===== src/rtl/max_stream.sv =====
`default_nettype none
// ============================================================================
// Module   : max_stream
// Brief    : Per-frame maximum over a valid/ready element stream, with sticky
//            overflow flag; argmax tracking and out_idx enabled by the macro
//            MAX_STREAM_ARGMAX_EN.
// Revision : 1.0 - initial release
// ============================================================================
module max_stream #(
  parameter int WIDTH = 3,
  parameter int IDX_W = 4
) (
  input  logic             clk,
  input  logic             rst,
  input  logic             in_valid,
  output logic             in_ready,
  input  logic [WIDTH-1:0] in_data,
  input  logic             in_last,
  output logic             out_valid,
  input  logic             out_ready,
  output logic [WIDTH-1:0] out_max,
`ifdef MAX_STREAM_ARGMAX_EN
  output logic [IDX_W-1:0] out_idx,
`endif
  output logic             out_ovf
);

  localparam logic [0:0]       c_st_first = 1'b0;
  localparam logic [0:0]       c_st_accum = 1'b1;
  localparam logic [IDX_W-1:0] c_cnt_max  = {IDX_W{1'b1}};

  logic [0:0]       r_state;
  logic [WIDTH-1:0] r_max;
  logic [IDX_W-1:0] r_cnt;
  logic             r_full;
  logic             r_ovf;
  logic             r_out_valid;
  logic [WIDTH-1:0] r_out_max;
  logic             r_out_ovf;

  logic             w_in_fire;
  logic             w_out_fire;
  logic             w_gt;
  logic [WIDTH-1:0] w_max_nxt;
  logic             w_ovf_nxt;

  assign in_ready   = ~r_out_valid | out_ready;
  assign w_in_fire  = in_valid & in_ready;
  assign w_out_fire = r_out_valid & out_ready;

  assign out_valid  = r_out_valid;
  assign out_max    = r_out_max;
  assign out_ovf    = r_out_ovf;

  // Merged result including the current beat; strict compare keeps earliest tie.
  always_comb begin
    w_gt      = 1'b0;
    w_max_nxt = in_data;
    w_ovf_nxt = 1'b0;
    if (r_state == c_st_accum) begin
      w_gt      = (in_data > r_max);
      w_max_nxt = w_gt ? in_data : r_max;
      w_ovf_nxt = r_ovf | r_full;
    end
  end

  // r_full marks that position 2^IDX_W-1 was consumed, so any later beat overflows.
  always_ff @(posedge clk) begin
    if (rst) begin
      r_state     <= c_st_first;
      r_max       <= '0;
      r_cnt       <= '0;
      r_full      <= 1'b0;
      r_ovf       <= 1'b0;
      r_out_valid <= 1'b0;
      r_out_max   <= '0;
      r_out_ovf   <= 1'b0;
    end else begin
      if (w_in_fire) begin
        if (in_last) begin
          r_state   <= c_st_first;
          r_out_max <= w_max_nxt;
          r_out_ovf <= w_ovf_nxt;
        end else begin
          r_state <= c_st_accum;
          r_max   <= w_max_nxt;
          r_ovf   <= w_ovf_nxt;
          if (r_state == c_st_first) begin
            r_cnt  <= IDX_W'(1);
            r_full <= 1'b0;
          end else if (r_cnt == c_cnt_max) begin
            r_full <= 1'b1;
          end else begin
            r_cnt <= r_cnt + IDX_W'(1);
          end
        end
      end
      if (w_in_fire && in_last) begin
        r_out_valid <= 1'b1;
      end else if (w_out_fire) begin
        r_out_valid <= 1'b0;
      end
    end
  end

`ifdef MAX_STREAM_ARGMAX_EN
  logic [IDX_W-1:0] r_idx;
  logic [IDX_W-1:0] r_out_idx;
  logic [IDX_W-1:0] w_idx_nxt;

  assign out_idx = r_out_idx;

  // r_cnt stops at its saturated value, which clamps the index on overflow.
  always_comb begin
    w_idx_nxt = '0;
    if (r_state == c_st_accum) begin
      w_idx_nxt = w_gt ? r_cnt : r_idx;
    end
  end

  always_ff @(posedge clk) begin
    if (rst) begin
      r_idx     <= '0;
      r_out_idx <= '0;
    end else if (w_in_fire) begin
      if (in_last) begin
        r_out_idx <= w_idx_nxt;
      end else begin
        r_idx <= w_idx_nxt;
      end
    end
  end
`else
`endif

endmodule
`default_nettype wire


===== config.mk =====
export PLATFORM = sky130hd
export DESIGN_NAME = max_stream
export DESIGN_NICKNAME = d
export VERILOG_FILES = /design/src/rtl/max_stream.sv
export SDC_FILE = /design/constraint.sdc
export NUM_CORES = 1
export LEC_CHECK = 0
export ABC_AREA = 1
export CAP_MARGIN = 20
export CORE_MARGIN = 2
export CORE_UTILIZATION = 49
export CTS_CLUSTER_DIAMETER = 50
export DETAILED_ROUTE_END_ITERATION = 10
export MAX_ROUTING_LAYER = met4
export PLACE_DENSITY = 0.83
export SYNTH_ARGS = -nofsm -noshare
export SYNTH_HDL_FRONTEND = slang
export SYNTH_SLANG_ARGS = --single-unit

===== constraint.sdc =====
create_clock -name clk -period 1.6 [get_ports clk]
set_input_delay 0.48 -clock clk [delete_from_list [all_inputs] [get_ports clk]]
set_output_delay 0.48 -clock clk [all_outputs]
set_load 0.05 [all_outputs]

==> run summary <==
Outcome -> finished, final reports clean
Sequential area share after synthesis -> 38.8%
Max incr delay on CP -> 0.29 ns
Cts bufs inserted -> 3
DR WL/cell -> 11.4 um
Pin count of the biggest net entering global routing -> 9
Reg2Reg Depth -> 10
Distinct cells, synth -> 17
Core area -> 1490 um^2
CP Buf/Inv Count -> 3
Final wirelength -> 1710 um
Cells along the critical path -> dlygate4sd2_1 -> ha_4 -> nand3_1 -> nand2_1 -> nand2_1 -> buf_4 -> nand3_1 -> nand3_1 -> nand2_1 -> inv_1
Synthesized flop and latch total -> 15
Worst reg2reg startpoint -> r_max[2]
Die Area -> 1910 um^2
Unrepaired setup endpoints after global routing -> no
Largest area contributor in the netlist -> dfxtp_1
Most used DFF post-synth -> dfxtp_1
Root buf cell -> clkbuf_4
Synthesized area -> 773 um^2
Clock Sinks -> 15
Synth Net Count -> 117
Syn avg cell area -> 7.36 um^2
Drt pass-1 iters -> 4
N_diodes -> 0
Setup violators final -> 0
Worst slew margin -> 82.2%
YS warnings -> 0
Met3 Wirelength -> 54 um
CP max-delay cell -> ha_4
PortBufs -> 13
CP Data Required Time -> 1.78 ns
Total track usage -> 21.0%
Hold EP -> r_full
Clock skew -> 0.00240 ns
Minimum clock period -> 1.48 ns
Worst hold path class -> flop to flop
Die Y -> 43.7 um
Starting density of the core -> 51.9%
Async set-reset flop share out of synthesis -> 0%
Hold Startpoint -> r_full
Gate count of the mapped netlist -> 105
Crit path max fanout -> 3
Fin nets -> 147
Slew Limit Fails -> 0
Length of routed wiring on met1 -> 723 um
HPWL after DPL -> 1370 um
Via count -> 765
Setup ws final -> 0.116 ns
First-pass GRT wire length -> 2950 um
Setup TNS -> 0 ns
Hold path depth -> 2
Initial antenna violation count -> 0
Clock Latency Late Sink -> 0.28 ns
Power density over the cells -> 748 nW/um^2
Highest metal used -> met4
Syn-to-layout area delta -> 46.6%
Drt first-iter violations -> 14
Residual DRC count -> 0
Metal2 WL -> 921 um
Final ANT Viol Nets -> 0
CTS tree -> done
Top cells by area, synth -> dfxtp_1 (39%), nand2_1 (12%), nand3_1 (11%)
Layout cells sized above 1 -> 24.6%
Pre-CTS setup slack -> -0.433 ns
Arr. time, crit path -> 1.67 ns
R2R Path End -> r_max[0]
Worst slew pin tran -> 0.266 ns
Most common cell in the netlist -> nand2_1
Worst R2R Setup Slack -> 0.14 ns
Number of cell rows -> 14
Delay-heaviest family, CP -> buffers and inverters
I/O pins -> 14
Hold Violations, Final -> 0
Startpoint types -> input port
Worst VDD drop -> 0.509 mV
Horiz. Die Dim -> 43.7 um
Grt ovf -> 0
Share of the synthesized area in the top cell type -> 38.8%
Crit share post-route -> 92.7%
Hold buffer count at cts -> 0
# H-tree levels -> 1
Post-synth top cells -> nand2_1 (24), nand3_1 (17), inv_1 (16), dfxtp_1 (15), a21oi_1 (7)
CP endpoint kind -> flop
Setup CP Type -> input port to flop
Max-Cap Viols -> 0
Max Root-Sink Buffers -> 2
RD Place Congestion -> 0.880
Leak -> 0.555 nW
Highest Clock Rate -> 0.674 GHz
Vias per cell -> 5.10
Clock Pin Slew Worst Setup and Hold Paths -> 0.09 ns
EDFF count, synth -> 0
Vias in the first global route -> 772
state kept, by name, indices dropped and copies added (netlist names):
signal	count
r_max	3
out_valid	1
r_cnt	4
r_full	1
out_max	3
out_ovf	1
r_state	1
r_ovf	1
repair_timing:
| item | CTS | global route |
|---|---|---|
| resized for setup | 8 | 0 |
| setup buffers | 1 | 0 |
| setup endpoints to repair | 7 | 0 |
worst max-delay path by stage:
| stage | start | endpoint | slack [ns] | cells after the start |
|---|---|---|---|---|
| after floorplan | out_valid | r_cnt[2] | 0.04 | 8 |
| after global placement | in_data[2] | out_max[2] | -0.33 | 10 |
| after detailed placement | in_data[2] | out_max[2] | -0.43 | 10 |
| after CTS | in_data[2] | r_max[0] | 0.13 | 10 |
| after global routing | r_max[2] | r_max[0] | 0.02 | 10 |
| final | in_data[2] | r_max[0] | 0.12 | 10 |
layer usage:
layer  global-route usage (%)  vias up
li1                         -      398
met1                     23.0      355
met2                     37.6       10
met3                     3.75        2
met4                     7.27        0
met5                        -        -
layout by cell type (no fill, tap or decap), types with 2 or more instances in the layout:
master / Yosys / routed
buf_4: 0 / 12
a21oi_1: 7 / 7
o21ai_0: 4 / 4
ha_4: 0 / 2
nand2_4: 4 / 4
nor2_1: 6 / 6
dfxtp_1: 15 / 15
dlygate4sd2_1: 0 / 4
buf_12: 0 / 7
nand3_1: 17 / 16
nand2_1: 24 / 24
ha_1: 4 / 2
clkbuf_4: 0 / 3
clkdlybuf4s50_1: 0 / 3
inv_1: 16 / 15
through the flow:
step / hold WS [ns] / power [mW] / cells / instance area, um^2 / utilization (%)
6_report: 0.482 / 0.848 / 150 / 1130 / 76.1
5_1_grt: 0.515 / 0.892 / 150 / 1130 / 76.1
4_1_cts: 0.488 / 0.854 / 150 / 1130 / 76.1
3_5_place_dp: 0.467 / 0.638 / 146 / 1080 / 72.7
3_3_place_gp: 0.454 / 0.628 / 146 / 1080 / 72.7
2_1_floorplan: 0.435 / 0.526 / 105 / 773 / -
worst reg2reg max path, cell delays in order, from the launching register on:
cell	delay (ns)
dfxtp_1	0.36
inv_1	0.10
ha_4	0.28
nand3_1	0.09
nand2_1	0.08
nand2_1	0.06
buf_4	0.14
nand3_1	0.08
nand3_1	0.08
nand2_1	0.06
inv_1	0.04
logic make-up after synthesis:
kind of cell | count (synthesis) | synth area share [%]
flip-flops | 15 | 38.8
AO/OA/AOI/OAI | 15 | 11.0
AND/OR/NAND/NOR | 54 | 34.5
buffers and inverters | 17 | 9.22
adder cells (fa/ha/maj) | 4 | 6.47
report_power, final:
group	switching [mW]	internal (mW)	leakage [nW]
clock	0.114	0.0966	0.0150
sequential	0.0196	0.392	0.123
combinational	0.115	0.111	0.417
layout make-up:
cell class                 count  area (um^2)
multi-input combinational     73          432
inverter                      16         60.1
timing repair buffer          26          295
clock buffer                   4         26.3
tap                           16         20.0
sequential                    15          300
fill                         110          355
Note: power is estimated with default switching activity, not from simulation.
